[src/rtl/i2c_slave_rx_pkg.sv]
// i2c_slave_rx_pkg
//   Shared definitions for the I2C write-only target: FSM state encoding,
//   SDA drive levels and the byte length. Also holds the helpers that
//   decide whether a START or STOP aborts a frame.
package i2c_slave_rx_pkg;

  typedef enum logic [3:0] {
    ST_IDLE      = 4'd0,
    ST_ADDR      = 4'd1,
    ST_ACK_A     = 4'd2,
    ST_DATA1     = 4'd3,
    ST_ACK_1     = 4'd4,
    ST_DATA2     = 4'd5,
    ST_ACK_2     = 4'd6,
    ST_WAIT_STOP = 4'd7
  } state_e;

  // sda_oe levels: ACK pulls the open-drain line low, NACK leaves it released.
  localparam logic SDA_ACK  = 1'b1;
  localparam logic SDA_NACK = 1'b0;

  // Number of bits in a byte. The counter runs to this value so that
  // "all 8 bits in" is visible on the following SCL fall.
  localparam logic [3:0] BYTE_BITS = 4'd8;

  // A START aborts a frame once the address has been ACKed and the word
  // has not yet been delivered (rx_valid fires on entry to ACK_2).
  function automatic logic start_aborts(input state_e s);
    return (s == ST_DATA1) || (s == ST_ACK_1) || (s == ST_DATA2);
  endfunction

  // A STOP aborts a frame from the address ACK onward, until ACK_2.
  function automatic logic stop_aborts(input state_e s);
    return (s == ST_ACK_A) || (s == ST_DATA1) || (s == ST_ACK_1) ||
           (s == ST_DATA2);
  endfunction

endpackage

[src/rtl/i2c_slave_rx_sync_edge.sv]
// i2c_slave_rx_sync_edge
//   Synchronizes one asynchronous pad line into the clk domain and reports
//   its level plus single-cycle rise/fall strobes.
// Ports
//   clk      in   system clock
//   reset_n  in   asynchronous active-low reset
//   d_i      in   raw pad level (asynchronous)
//   level_o  out  synchronized level
//   rise_o   out  one-cycle strobe on 0->1 of level_o
//   fall_o   out  one-cycle strobe on 1->0 of level_o
module i2c_slave_rx_sync_edge #(
  parameter int   SYNC_STAGES = 2,
  // I2C lines idle high; resetting to 1 avoids a phantom edge after reset.
  parameter logic RST_VAL     = 1'b1
) (
  input  logic clk,
  input  logic reset_n,
  input  logic d_i,
  output logic level_o,
  output logic rise_o,
  output logic fall_o
);

  logic [SYNC_STAGES-1:0] sync_q;
  logic                   prev_q;

  always_ff @(posedge clk or negedge reset_n) begin
    if (!reset_n) begin
      sync_q <= {SYNC_STAGES{RST_VAL}};
      prev_q <= RST_VAL;
    end else begin
      sync_q <= {sync_q[SYNC_STAGES-2:0], d_i};
      prev_q <= sync_q[SYNC_STAGES-1];
    end
  end

  assign level_o = sync_q[SYNC_STAGES-1];
  assign rise_o  =  level_o & ~prev_q;
  assign fall_o  = ~level_o &  prev_q;

endmodule

[src/rtl/i2c_slave_rx.sv]
// i2c_slave_rx
//   I2C write-only target. Receives START, addr+W, data1, data2, STOP,
//   ACKs each byte when addressed and delivers {data1, data2} as one word
//   with a single-cycle valid strobe. Aborted frames raise frame_err.
// Ports
//   clk        in   system clock (>= 8x SCL)
//   reset_n    in   asynchronous active-low reset
//   scl_in     in   raw SCL from pad
//   sda_in     in   raw SDA from pad
//   sda_oe     out  1 = pull SDA low (ACK), 0 = release
//   rx_data    out  {data1, data2}, held until the next valid
//   rx_valid   out  one-cycle pulse when rx_data updates
//   frame_err  out  one-cycle pulse on an aborted frame
//   busy       out  high whenever the FSM is not idle
module i2c_slave_rx
  import i2c_slave_rx_pkg::*;
#(
  parameter logic [6:0] SLAVE_ADDR  = 7'h2A,
  parameter int         SYNC_STAGES = 2
) (
  input  logic        clk,
  input  logic        reset_n,
  input  logic        scl_in,
  input  logic        sda_in,
  output logic        sda_oe,
  output logic [15:0] rx_data,
  output logic        rx_valid,
  output logic        frame_err,
  output logic        busy
);

  logic scl_s, scl_rise, scl_fall;
  logic sda_s, sda_rise, sda_fall;

  i2c_slave_rx_sync_edge #(.SYNC_STAGES(SYNC_STAGES)) u_scl (
    .clk    (clk),
    .reset_n(reset_n),
    .d_i    (scl_in),
    .level_o(scl_s),
    .rise_o (scl_rise),
    .fall_o (scl_fall)
  );

  i2c_slave_rx_sync_edge #(.SYNC_STAGES(SYNC_STAGES)) u_sda (
    .clk    (clk),
    .reset_n(reset_n),
    .d_i    (sda_in),
    .level_o(sda_s),
    .rise_o (sda_rise),
    .fall_o (sda_fall)
  );

  // Bus conditions: SDA may only change while SCL is high to signal them.
  logic start_ev, stop_ev;
  assign start_ev = sda_fall & scl_s;
  assign stop_ev  = sda_rise & scl_s;

  state_e      state_q,     state_d;
  logic [3:0]  cnt_q,       cnt_d;
  logic [7:0]  shift_q,     shift_d;
  logic [7:0]  data1_q,     data1_d;
  logic [15:0] rx_data_q,   rx_data_d;
  logic        rx_valid_q,  rx_valid_d;
  logic        frame_err_q, frame_err_d;
  logic        sda_oe_q,    sda_oe_d;

  logic byte_done;
  logic addr_match;
  assign byte_done  = scl_fall && (cnt_q == BYTE_BITS);
  assign addr_match = (shift_q[7:1] == SLAVE_ADDR) && !shift_q[0];

  always_ff @(posedge clk or negedge reset_n) begin
    if (!reset_n) begin
      state_q     <= ST_IDLE;
      cnt_q       <= '0;
      shift_q     <= '0;
      data1_q     <= '0;
      rx_data_q   <= '0;
      rx_valid_q  <= 1'b0;
      frame_err_q <= 1'b0;
      sda_oe_q    <= SDA_NACK;
    end else begin
      state_q     <= state_d;
      cnt_q       <= cnt_d;
      shift_q     <= shift_d;
      data1_q     <= data1_d;
      rx_data_q   <= rx_data_d;
      rx_valid_q  <= rx_valid_d;
      frame_err_q <= frame_err_d;
      sda_oe_q    <= sda_oe_d;
    end
  end

  always_comb begin
    state_d     = state_q;
    cnt_d       = cnt_q;
    shift_d     = shift_q;
    data1_d     = data1_q;
    rx_data_d   = rx_data_q;
    rx_valid_d  = 1'b0;
    frame_err_d = 1'b0;
    sda_oe_d    = sda_oe_q;

    if (start_ev) begin
      // Repeated START restarts address reception from any state.
      state_d     = ST_ADDR;
      cnt_d       = '0;
      sda_oe_d    = SDA_NACK;
      frame_err_d = start_aborts(state_q);
    end else if (stop_ev) begin
      state_d     = ST_IDLE;
      sda_oe_d    = SDA_NACK;
      frame_err_d = stop_aborts(state_q);
    end else begin
      unique case (state_q)
        ST_IDLE: ;

        ST_ADDR, ST_DATA1, ST_DATA2: begin
          if (scl_rise && (cnt_q != BYTE_BITS)) begin
            shift_d = {shift_q[6:0], sda_s};
            cnt_d   = cnt_q + 4'd1;
          end else if (byte_done) begin
            // The ACK drive starts on the fall that ends the 8th bit.
            unique case (state_q)
              ST_ADDR: begin
                if (addr_match) begin
                  state_d  = ST_ACK_A;
                  sda_oe_d = SDA_ACK;
                end else begin
                  state_d  = ST_WAIT_STOP;
                  sda_oe_d = SDA_NACK;
                end
              end
              ST_DATA1: begin
                state_d  = ST_ACK_1;
                sda_oe_d = SDA_ACK;
                data1_d  = shift_q;
              end
              default: begin
                state_d    = ST_ACK_2;
                sda_oe_d   = SDA_ACK;
                rx_data_d  = {data1_q, shift_q};
                rx_valid_d = 1'b1;
              end
            endcase
          end
        end

        // ACK is held through the 9th SCL high and released on its fall.
        ST_ACK_A, ST_ACK_1, ST_ACK_2: begin
          if (scl_fall) begin
            sda_oe_d = SDA_NACK;
            cnt_d    = '0;
            unique case (state_q)
              ST_ACK_A: state_d = ST_DATA1;
              ST_ACK_1: state_d = ST_DATA2;
              default:  state_d = ST_WAIT_STOP;
            endcase
          end
        end

        // Trailing bytes or a foreign frame: stay off the bus until STOP.
        ST_WAIT_STOP: sda_oe_d = SDA_NACK;

        default: begin
          state_d  = ST_IDLE;
          sda_oe_d = SDA_NACK;
        end
      endcase
    end
  end

  assign sda_oe    = sda_oe_q;
  assign rx_data   = rx_data_q;
  assign rx_valid  = rx_valid_q;
  assign frame_err = frame_err_q;
  assign busy      = (state_q != ST_IDLE);

endmodule

[config.mk]
export PLATFORM = sky130hd
export DESIGN_NAME = i2c_slave_rx
export DESIGN_NICKNAME = d
export VERILOG_FILES = /design/src/rtl/i2c_slave_rx_pkg.sv /design/src/rtl/i2c_slave_rx_sync_edge.sv /design/src/rtl/i2c_slave_rx.sv
export SDC_FILE = /design/constraint.sdc
export NUM_CORES = 1
export LEC_CHECK = 0
export ABC_AREA = 1
export CORE_MARGIN = 4
export CORE_UTILIZATION = 60
export CTS_BUF_LIST = sky130_fd_sc_hd__clkbuf_4
export DETAILED_ROUTE_END_ITERATION = 12
export PLACE_DENSITY_LB_ADDON = 0.1
export SETUP_SLACK_MARGIN = 0.4
export SYNTH_ARGS = -nofsm -noshare
export SYNTH_HDL_FRONTEND = slang
export SYNTH_HIERARCHICAL = 1
export SYNTH_SLANG_ARGS = --single-unit
[constraint.sdc]
create_clock -name clk -period 4.08 [get_ports clk]
set_clock_uncertainty 0.2 [all_clocks]
set_input_delay 0.816 -clock clk [delete_from_list [all_inputs] [get_ports clk]]
set_output_delay 0.816 -clock clk [all_outputs]
set_load 0.02 [all_outputs]
==> impl_metrics.py, run 1 <==
metrics = {
    "run_status": {
        "status": "finished, final reports clean",
    },
    "finish": {
        "nets": 266,
        "drive_gt1_share_pct": 16.2,
        "n_fill_cell": 269,
        "fin_cells": 306,
        "areaGrowthSynthToFinish_pct": 13.2,
        "num_antenna_cells": 0,
    },
    "floorplanning": {
        "die_h_um": 67.6,
        "core_mm2": 0.00339,
        "ios": 24,
        "start_util_pct": 63.0,
        "die_w_um": 67.6,
        "die_area_mm2": 0.00458,
        "rows": 21,
    },
    "global_route": {
        "track_usage_pct": 17.8,
        "grt_pass1_vias": 1416,
        "grt_pass1_wl_mm": 6.09,
        "antenna_found_initial": 0,
        "overflow": 0,
        "grt_max_degree": 49,
    },
    "cts": {
        "post_cts_buffers": 0,
        "cts_hold_buf": 0,
        "clk_latency_ns": 0.35,
        "clk_pin_slew_ns": 0.12,
        "cts_max_level": 2,
        "root_buffer": "clkbuf_4",
        "cts_sinks": 48,
        "cts_made_buffers": 5,
        "tritoncts": "yes",
        "post_cts_resized": 0,
        "clk_path_buf_depth": 2,
    },
    "critical_path": {
        "cp_slowest_cell": "clkdlybuf4s50_1",
        "critPathRequiredTime_ns": 3.06,
        "crit_buf_inv": 1,
        "critPathTopFamily": "buffers and inverters",
        "slowest_delay_ns": 0.56,
        "cp_cell_sequence": "nor2_2, nand2_1, clkdlybuf4s50_1",
        "crit_type": "register to primary output",
        "critPathCaptureType": "primary output",
        "cp_max_fo": 7,
        "cp-start-kind": "register",
        "arrival_ns": 1.72,
    },
    "routing": {
        "via_count": 1547,
        "wirelength_mm": 3.42,
        "drt_iter0_markers": 101,
        "ant_nets": 0,
        "avgViaCountPerCell": 5.06,
        "first_pass_iters": 6,
        "routedWlPerCell_um": 11.2,
        "drc_errors": 0,
    },
    "synth": {
        "ys_warn_count": 6,
        "syn_inst": 235,
        "synth_edf_count": 0,
        "ys_seq_area_share_pct": 56.6,
        "yosys.area.top_type": "dfrtp_1",
        "netlist_area_mm2": 0.00213,
        "synth_flop_cell": "dfrtp_1",
        "yosysTopAreaCellShare_pct": 49.2,
        "synthesis.nets": 241,
        "yosys.cell_count.top_type": "nand2_1",
        "synth_cell_types": 25,
        "ys_async_sr_fraction_pct": 100,
        "avgSynthCellArea_um2": 9.08,
        "ys_ff_latch": 48,
        "synth_common_cells": "nand2_1, dfrtp_1, inv_1",
        "synth_area_leaders": "dfrtp_1, nand2_1, dfstp_2",
    },
    "min_path": {
        "min_path_type": "register to register",
    },
    "sta": {
        "max_freq_mhz": 365,
        "rsz0062_at_grt": "no",
        "period_needed_ns": 2.74,
        "hold_violations": 0,
        "worst_pin_slew_ns": 1.01,
        "finalCritPeriodShare_pct": 67.1,
        "relSlewSlack_pct": 33.0,
        "setup_viol": 0,
        "whs_ns": 0.163,
        "report.final.slew_viol_count": 0,
        "setup_tns_ns": 0,
    },
    "power_and_ir_drop": {
        "p_switching_w": 0.000403,
        "seqPwrFrac_pct": 51.3,
        "swShare_pct": 35.8,
        "intPower_w": 0.000722,
        "p_leak_nw": 1.20,
        "comb_power_share_pct": 30.5,
        "pwr_density_cell_mw_per_mm2": 465,
        "ir_worst_vdd_mv": 0.321,
        "power_w": 0.00113,
        "p_clk_share_pct": 18.2,
    },
    "placed_design": {
        "place_congestion": 0.876,
        "io_buffer_count": 23,
        "hpwl_mm": 2.54,
        "dp.cells": 299,
    },
    "run": {
        "maxCapViolations": 0,
    },
}
==> power by group through the flow <==
stage	clock network, W	registers (W)	logic (W)
floorplan	0	0.000584	0.000265
global placement	0	0.000585	0.000341
detailed placement	0	0.000587	0.000347
CTS	0.000216	0.000577	0.000349
global route	0.000231	0.000589	0.000395
finish	0.000204	0.000578	0.000343
==> logic make-up (layout without fill, tap and decap cells) <==
group / count (synthesis) / count (layout) / synth area share [%]
AOI/OAI and AO/OA: 32 / 32 / 10.4
xor gates and xnor gates: 2 / 2 / 0.821
adders and majority gates: 2 / 2 / 1.17
buffers and inverters: 30 / 55 / 6.74
DFF: 48 / 48 / 56.6
and+or+nand+nor: 121 / 121 / 24.3
==> cell usage in the layout, fill, tap and decap left out <==
cell,n
xor2_1,1
nand3_1,5
clkdlybuf4s50_1,22
nand2_2,2
o21ai_0,9
a21oi_1,3
o21ai_1,3
nand3_4,1
clkbuf_4,6
clkinv_2,1
o22ai_1,1
nor2_4,2
nor2_1,15
or2_2,1
dfrtp_1,42
inv_2,2
ha_1,2
nand4_1,1
inv_1,23
nand3_2,2
and2_2,1
xnor2_1,1
o21ai_2,16
nor2_2,1
nand2_1,90
dfstp_2,6
buf_2,1
==> final timing paths <==
| check | startpoint | to | slack, ns | depth (start not counted) |
|---|---|---|---|---|
| hold reg to reg | u_scl/sync_q[0] | u_scl/sync_q[1] | 0.16 | 0 |
| max in group asynchronous | reset_n | rx_data[0] | 2.64 | 1 |
| setup reg to reg | u_sda/sync_q[1] | shift_q[1] | 2.04 | 8 |
| min in group asynchronous | reset_n | rx_data[10] | 0.43 | 1 |
| setup / recovery | state_q[2] | busy | 1.34 | 3 |
| hold / removal | u_scl/sync_q[0] | u_scl/sync_q[1] | 0.16 | 0 |
==> cell type report <==
cell class,count,area [µm²],area share [%]
Multi-Input combinational cell,157,782,32.3
Clock buffer,6,45.0,1.86
Timing Repair Buffer,23,225,9.32
Clock inverter,1,5.00,0.207
Sequential cell,48,1210,50.0
Inverter,25,93.8,3.88
Tap cell,46,57.6,2.38
==> flip-flops by register name, indices dropped and copies added, names as in the netlist <==
name	flops
data1_q	8
rx_valid	1
u_sda/prev_q	1
state_q	3
u_sda/sync_q	2
frame_err	1
u_scl/prev_q	1
sda_oe	1
shift_q	8
u_scl/sync_q	2
cnt_q	4
rx_data	16
==> metal layers <==
layer	GRT usage [%]	vias to the layer above	wire (µm)
met4	5.82	0	34
met2	30.1	26	1680
met3	4.66	6	145
met1	22.0	728	1570
li1	-	787	-
met5	0	-	0
==> per-stage QoR <==
step	cell area, µm²	util, %	setup slack (ns)
finish	2420	71.3	1.34
CTS	2420	71.3	1.31
floorplan	2130	-	2.27
detailed placement	2370	69.8	1.73
global placement	2370	69.8	1.77
global route	2420	71.3	1.25
Note: power is estimated with default switching activity, not from simulation.
==> run 2: changes to the inputs <==
CORE_UTILIZATION = 58   (was 60)
clock period = 2.8 ns   (was 4.08 ns; I/O delays follow)
==> run 2 against run 1 <==
Clock-buffer cell count shrank 1. Register-to-register slack worse by 1.3 ns. Global-route usage up 1.2 points. Via count fell by 0.90%. Sequential share of layout area down 1.2 points. Hold slack got worse by 0.12 ns. Largest cell class unchanged.
==> impl_metrics.py, run 2 (synthesis results as in run 1) <==
metrics = {
    "power_and_ir_drop": {
        "p_clk_share_pct": 27.3,
        "seqPwrFrac_pct": 45.6,
        "swShare_pct": 34.1,
        "comb_power_share_pct": 27.1,
        "intPower_w": 0.00123,
        "ir_worst_vdd_mv": 0.414,
        "pwr_density_cell_mw_per_mm2": 751,
        "p_leak_nw": 1.23,
        "p_switching_w": 0.000635,
    },
    "sta": {
        "period_needed_ns": 2.21,
        "finalCritPeriodShare_pct": 79.1,
        "setup_tns_ns": 0,
        "rsz0062_at_grt": "no",
        "setup_viol": 0,
        "report.final.slew_viol_count": 0,
        "max_freq_mhz": 452,
        "worst_pin_slew_ns": 0.572,
        "hold_violations": 0,
        "relSlewSlack_pct": 61.9,
    },
    "floorplanning": {
        "rows": 21,
        "die_w_um": 68.7,
        "core_mm2": 0.00344,
        "die_area_mm2": 0.00471,
        "ios": 24,
        "die_h_um": 68.7,
        "start_util_pct": 62.0,
    },
    "finish": {
        "n_fill_cell": 278,
        "areaGrowthSynthToFinish_pct": 16.2,
        "drive_gt1_share_pct": 17.2,
        "num_antenna_cells": 0,
        "nets": 267,
        "final_common_cell": "nand2_1",
        "finish.instance_area_mm2": 0.00248,
        "largest_reg_flops": 16,
        "final_cell_mix": "nand2_1, dfrtp_1, inv_1, clkdlybuf4s50_1, o21ai_2",
    },
    "critical_path": {
        "arrival_ns": 1.45,
        "r2r_slack_ns": 0.73,
        "cp_cell_sequence": "nor2_2, nand2_1, dlygate4sd2_1",
        "ff2ff_path_depth": 8,
        "slowest_delay_ns": 0.49,
        "r2r_end": "shift_q[2]",
        "cp-start-kind": "register",
        "cp_slowest_cell": "dfrtp_2",
        "critPathCaptureType": "primary output",
        "crit_type": "register to primary output",
        "cp_max_fo": 7,
        "critPathRequiredTime_ns": 2.04,
        "r2r-start": "u_sda/sync_q[1]",
    },
    "global_route": {
        "grt_max_degree": 49,
        "grt_pass1_wl_mm": 6.64,
        "grt_pass1_vias": 1477,
        "track_usage_pct": 19.0,
        "overflow": 0,
        "antenna_found_initial": 0,
    },
    "placed_design": {
        "hpwl_mm": 2.52,
        "io_buffer_count": 23,
        "placed_area_mm2": 0.00237,
        "place_congestion": 0.829,
    },
    "routing": {
        "drt_iter0_markers": 136,
        "first_pass_iters": 4,
        "routedWlPerCell_um": 11.7,
        "via_count": 1533,
        "wirelength_mm": 3.61,
        "avgViaCountPerCell": 4.98,
        "ant_nets": 0,
        "drc_errors": 0,
    },
    "run_status": {
        "status": "finished, final reports clean",
    },
    "cts": {
        "tritoncts": "yes",
        "clk_path_buf_depth": 2,
        "cts_sinks": 48,
        "root_buffer": "clkbuf_4",
        "cts_max_level": 2,
        "clk_latency_ns": 0.37,
        "cts_made_buffers": 5,
        "clk_pin_slew_ns": 0.14,
        "post_cts_buffers": 0,
    },
    "min_path": {
        "min_path_type": "primary input to async pin",
    },
    "run": {
        "maxCapViolations": 0,
    },
}
[run 2: repair_timing]
action                     CTS  global route
gates resized for setup      2             0
setup endpoints to repair    1             0
hold buffers                 0             0
[run 2: area by class of cell]
class | instances | area, µm² | share of cell area (%)
Sequential cell | 48 | 1210 | 48.8
Multi-Input combinational cell | 157 | 782 | 31.5
Timing Repair Buffer | 24 | 231 | 9.33
Inverter | 25 | 93.8 | 3.78
Clock inverter | 3 | 68.8 | 2.77
Tap cell | 46 | 57.6 | 2.32
Clock buffer | 5 | 37.5 | 1.51
[run 2: per-stage QoR]
step | worst slack (ns) | instances | utilization, % | hold slack, ns | power (W)
floorplan | 1.13 | 235 | - | 0.0644 | 0.00124
global placement | 0.759 | 300 | 69.0 | 0.146 | 0.00135
detailed placement | 0.729 | 300 | 69.0 | 0.147 | 0.00137
CTS | 0.568 | 308 | 72.1 | 0.0637 | 0.00188
global route | 0.506 | 308 | 72.1 | 0.0892 | 0.00199
finish | 0.585 | 308 | 72.1 | 0.0451 | 0.00186
[run 2: how the worst max path moves through the flow]
stage | startpoint | to | slack [ns] | cells after the start
2_1_floorplan | u_sda/prev_q | data1_q[0] | 1.13 | 8
3_3_place_gp | state_q[2] | busy | 0.76 | 3
3_5_place_dp | state_q[2] | busy | 0.73 | 3
4_1_cts | state_q[2] | busy | 0.57 | 3
5_1_grt | state_q[1] | busy | 0.51 | 3
6_report | state_q[2] | busy | 0.59 | 3
[run 2: critical path, delay by kind of cell, from the launching register on]
kind	cells	cell delay (ns)
buf+inv	1	0.33
simple gates	2	0.28
flops	1	0.49
[run 2: power groups by stage]
stage	clock, W	sequential [W]	combinational (W)
CTS	0.000517	0.000850	0.000509
global placement	0	0.000857	0.000495
global route	0.000547	0.000862	0.000585
finish	0.000508	0.000850	0.000505
detailed placement	0	0.000860	0.000511
floorplan	0	0.000851	0.000386
[run 2: layer usage]
layer	GRT usage, %	wire (µm)
met5	0	0
met3	5.35	166
met1	26.4	1750
met2	28.1	1640
met4	7.20	55
==> run 3: changes to the inputs <==
CORE_UTILIZATION = 52   (was 58)
clock period = 1.9 ns   (was 2.8 ns; I/O delays follow)
==> run 3 against run 2 <==
Power rose by 57%. Combinational power rose by 140%. Register-to-register slack got worse by 0.63 ns. Critical path depth rose by 7. First-iteration DRC count fell by 47%. Wire length rose by 35%. Flip-flop and latch count did not move. Via count rose by 13%. Critical path type is now register to register. Critical endpoint is now shift_q[3].
==> impl_metrics.py, run 3 (synthesis results as in run 1) <==
metrics = {
    "run_status": {
        "status": "finished, final reports clean",
    },
    "critical_path": {
        "crit_buf_inv": 3,
        "cp-start-kind": "register",
        "critPathCaptureType": "register",
        "cp_max_fo": 5,
        "critPathTopFamily": "flip-flops",
        "crit_type": "register to register",
        "slowest_delay_ns": 0.60,
        "crit_top_cell": "nor2_4",
        "cp_slowest_cell": "dfstp_2",
        "critPathRequiredTime_ns": 2.00,
        "cp_cell_sequence": "nor2_4, nand2_4, nand2_4, nor2_4, inv_2, nor2_4, buf_12, buf_16, nand2_2, o21ai_2",
        "arrival_ns": 1.90,
    },
    "routing": {
        "ant_nets": 0,
        "wirelength_mm": 4.86,
        "via_count": 1738,
        "avgViaCountPerCell": 4.88,
        "first_pass_iters": 6,
        "drc_errors": 0,
        "routedWlPerCell_um": 13.6,
        "drt_iter0_markers": 72,
    },
    "sta": {
        "rsz0062_at_grt": "yes",
        "hold_violations": 0,
        "report.final.slew_viol_count": 0,
        "finalCritPeriodShare_pct": 94.9,
        "worst_pin_slew_ns": 0.493,
        "period_needed_ns": 1.80,
        "setup_viol": 0,
        "setup_tns_ns": 0,
        "max_freq_mhz": 555,
        "layout_setup_ws_ns": 0.0966,
        "relSlewSlack_pct": 67.2,
    },
    "global_route": {
        "gr-usage-met3_pct": 3.60,
        "antenna_found_initial": 0,
        "track_usage_pct": 18.1,
        "grt_max_degree": 30,
        "grt.met1_usage_pct": 25.0,
        "overflow": 0,
        "grt_pass1_wl_mm": 7.43,
        "grt_use_met2_pct": 28.4,
        "grt_pass1_vias": 1632,
        "grt-busiest-layer": "met2",
    },
    "power_and_ir_drop": {
        "p_leak_nw": 1.56,
        "ir_worst_vdd_mv": 0.641,
        "power_w": 0.00293,
        "pwr_density_cell_mw_per_mm2": 959,
    },
    "finish": {
        "num_antenna_cells": 0,
        "n_fill_cell": 289,
        "nets": 311,
        "finish.instance_area_mm2": 0.00305,
        "regArea_mm2": 0.00121,
        "drive_gt1_share_pct": 48.0,
        "multiInputGateArea_um2": 945,
        "largest_reg_flops": 16,
        "final_common_cell": "nand2_1",
        "fin_cells": 356,
        "areaGrowthSynthToFinish_pct": 43.0,
        "final_cell_mix": "nand2_1, dfrtp_1, buf_4, buf_6, nand2_2",
    },
    "floorplanning": {
        "start_util_pct": 53.7,
        "core_mm2": 0.00397,
        "die_h_um": 72.1,
        "rows": 23,
        "die_w_um": 72.1,
        "die_area_mm2": 0.00519,
        "ios": 24,
    },
    "placed_design": {
        "placed_area_mm2": 0.00250,
        "hpwl_mm": 2.72,
        "dp.cells": 310,
        "io_buffer_count": 23,
        "dpl_worst_slack_ns": 0.135,
        "place_congestion": 0.823,
    },
    "cts": {
        "clk_latency_ns": 0.35,
        "cts_made_buffers": 5,
        "tritoncts": "yes",
        "root_buffer": "clkbuf_4",
        "cts_sinks": 48,
        "clk_pin_slew_ns": 0.14,
        "cts_max_level": 2,
        "clk_path_buf_depth": 2,
    },
    "run": {
        "maxCapViolations": 0,
    },
    "min_path": {
        "min_path_type": "register to register",
    },
}
-- run 3: cell types whose count changed in the layout (fill, tap and decap cells not counted), moves of 4 or more --
cell | before | now
buf_12 | 0 | 4
buf_4 | 1 | 32
o21ai_0 | 9 | 1
nor2_2 | 1 | 5
buf_6 | 0 | 24
nand2_1 | 90 | 67
nand2_4 | 0 | 4
o21ai_1 | 3 | 7
nand2_2 | 2 | 21
clkdlybuf4s50_1 | 21 | 2
nor2_1 | 15 | 10
o21ai_2 | 16 | 20
inv_2 | 2 | 7
inv_1 | 23 | 17
-- run 3: path summary, 6_finish.rpt --
path	from	end	slack, ns	cells past startpoint
worst max-delay path	u_sda/sync_q[1]	shift_q[3]	0.1	10
worst min-delay path	u_scl/sync_q[0]	u_scl/sync_q[1]	0.17	0
worst max register to register	u_sda/sync_q[1]	shift_q[3]	0.1	10
worst min register to register	u_scl/sync_q[0]	u_scl/sync_q[1]	0.17	0
max in group asynchronous	reset_n	u_sda/sync_q[0]	0.60	3
min in group asynchronous	reset_n	rx_data[9]	0.30	2
-- run 3: worst reg2reg max path: cells and delay by family, from the launching register on --
family                 cells  cell delay (ns)
buffers and inverters      3             0.34
flip-flops                 1             0.60
AND/OR/NAND/NOR            6             0.57
AO/OA/AOI/OAI              1             0.05
-- run 3: layout make-up --
| cell class | instances | area share, % |
|---|---|---|
| clock inverters | 3 | 0.574 |
| multi-input cells | 158 | 30.9 |
| repair buffers | 67 | 22.5 |
| clock buffers | 5 | 1.23 |
| well taps | 50 | 2.05 |
| flip-flops and latches | 48 | 39.6 |
| inverters | 25 | 3.16 |
-- run 3: through the flow --
stage,utilization (%),hold slack [ns]
final,76.9,0.165
after CTS,70.0,0.166
after global routing,76.9,0.171
after global placement,63.0,0.146
after detailed placement,63.0,0.147
after floorplan,-,-0.116
-- run 3: power by group --
part           leakage (nW)  total [W]  internal, W  switching [W]
combinational         0.886    0.00123     0.000514       0.000720
clock                0.0330   0.000468     0.000144       0.000325
sequential            0.640    0.00123      0.00114      0.0000880
total                  1.56    0.00293      0.00180        0.00113
-- run 3: timing repair --
item,4_1_cts,5_1_grt
hold buffers,1,0
setup buffers,18,15
pin swaps,7,21
setup endpoints to repair,62,62
gates resized for setup,118,50
gates cloned,2,2
endpoints found under the hold margin,16,0
-- run 3: routing by layer --
| layer | wire, µm | part of all wire (%) |
|---|---|---|
| met1 | 2170 | 45 |
| met2 | 2410 | 50 |
| met3 | 195 | 4.0 |
| met4 | 87 | 1.8 |
| met5 | 0 | 0 |
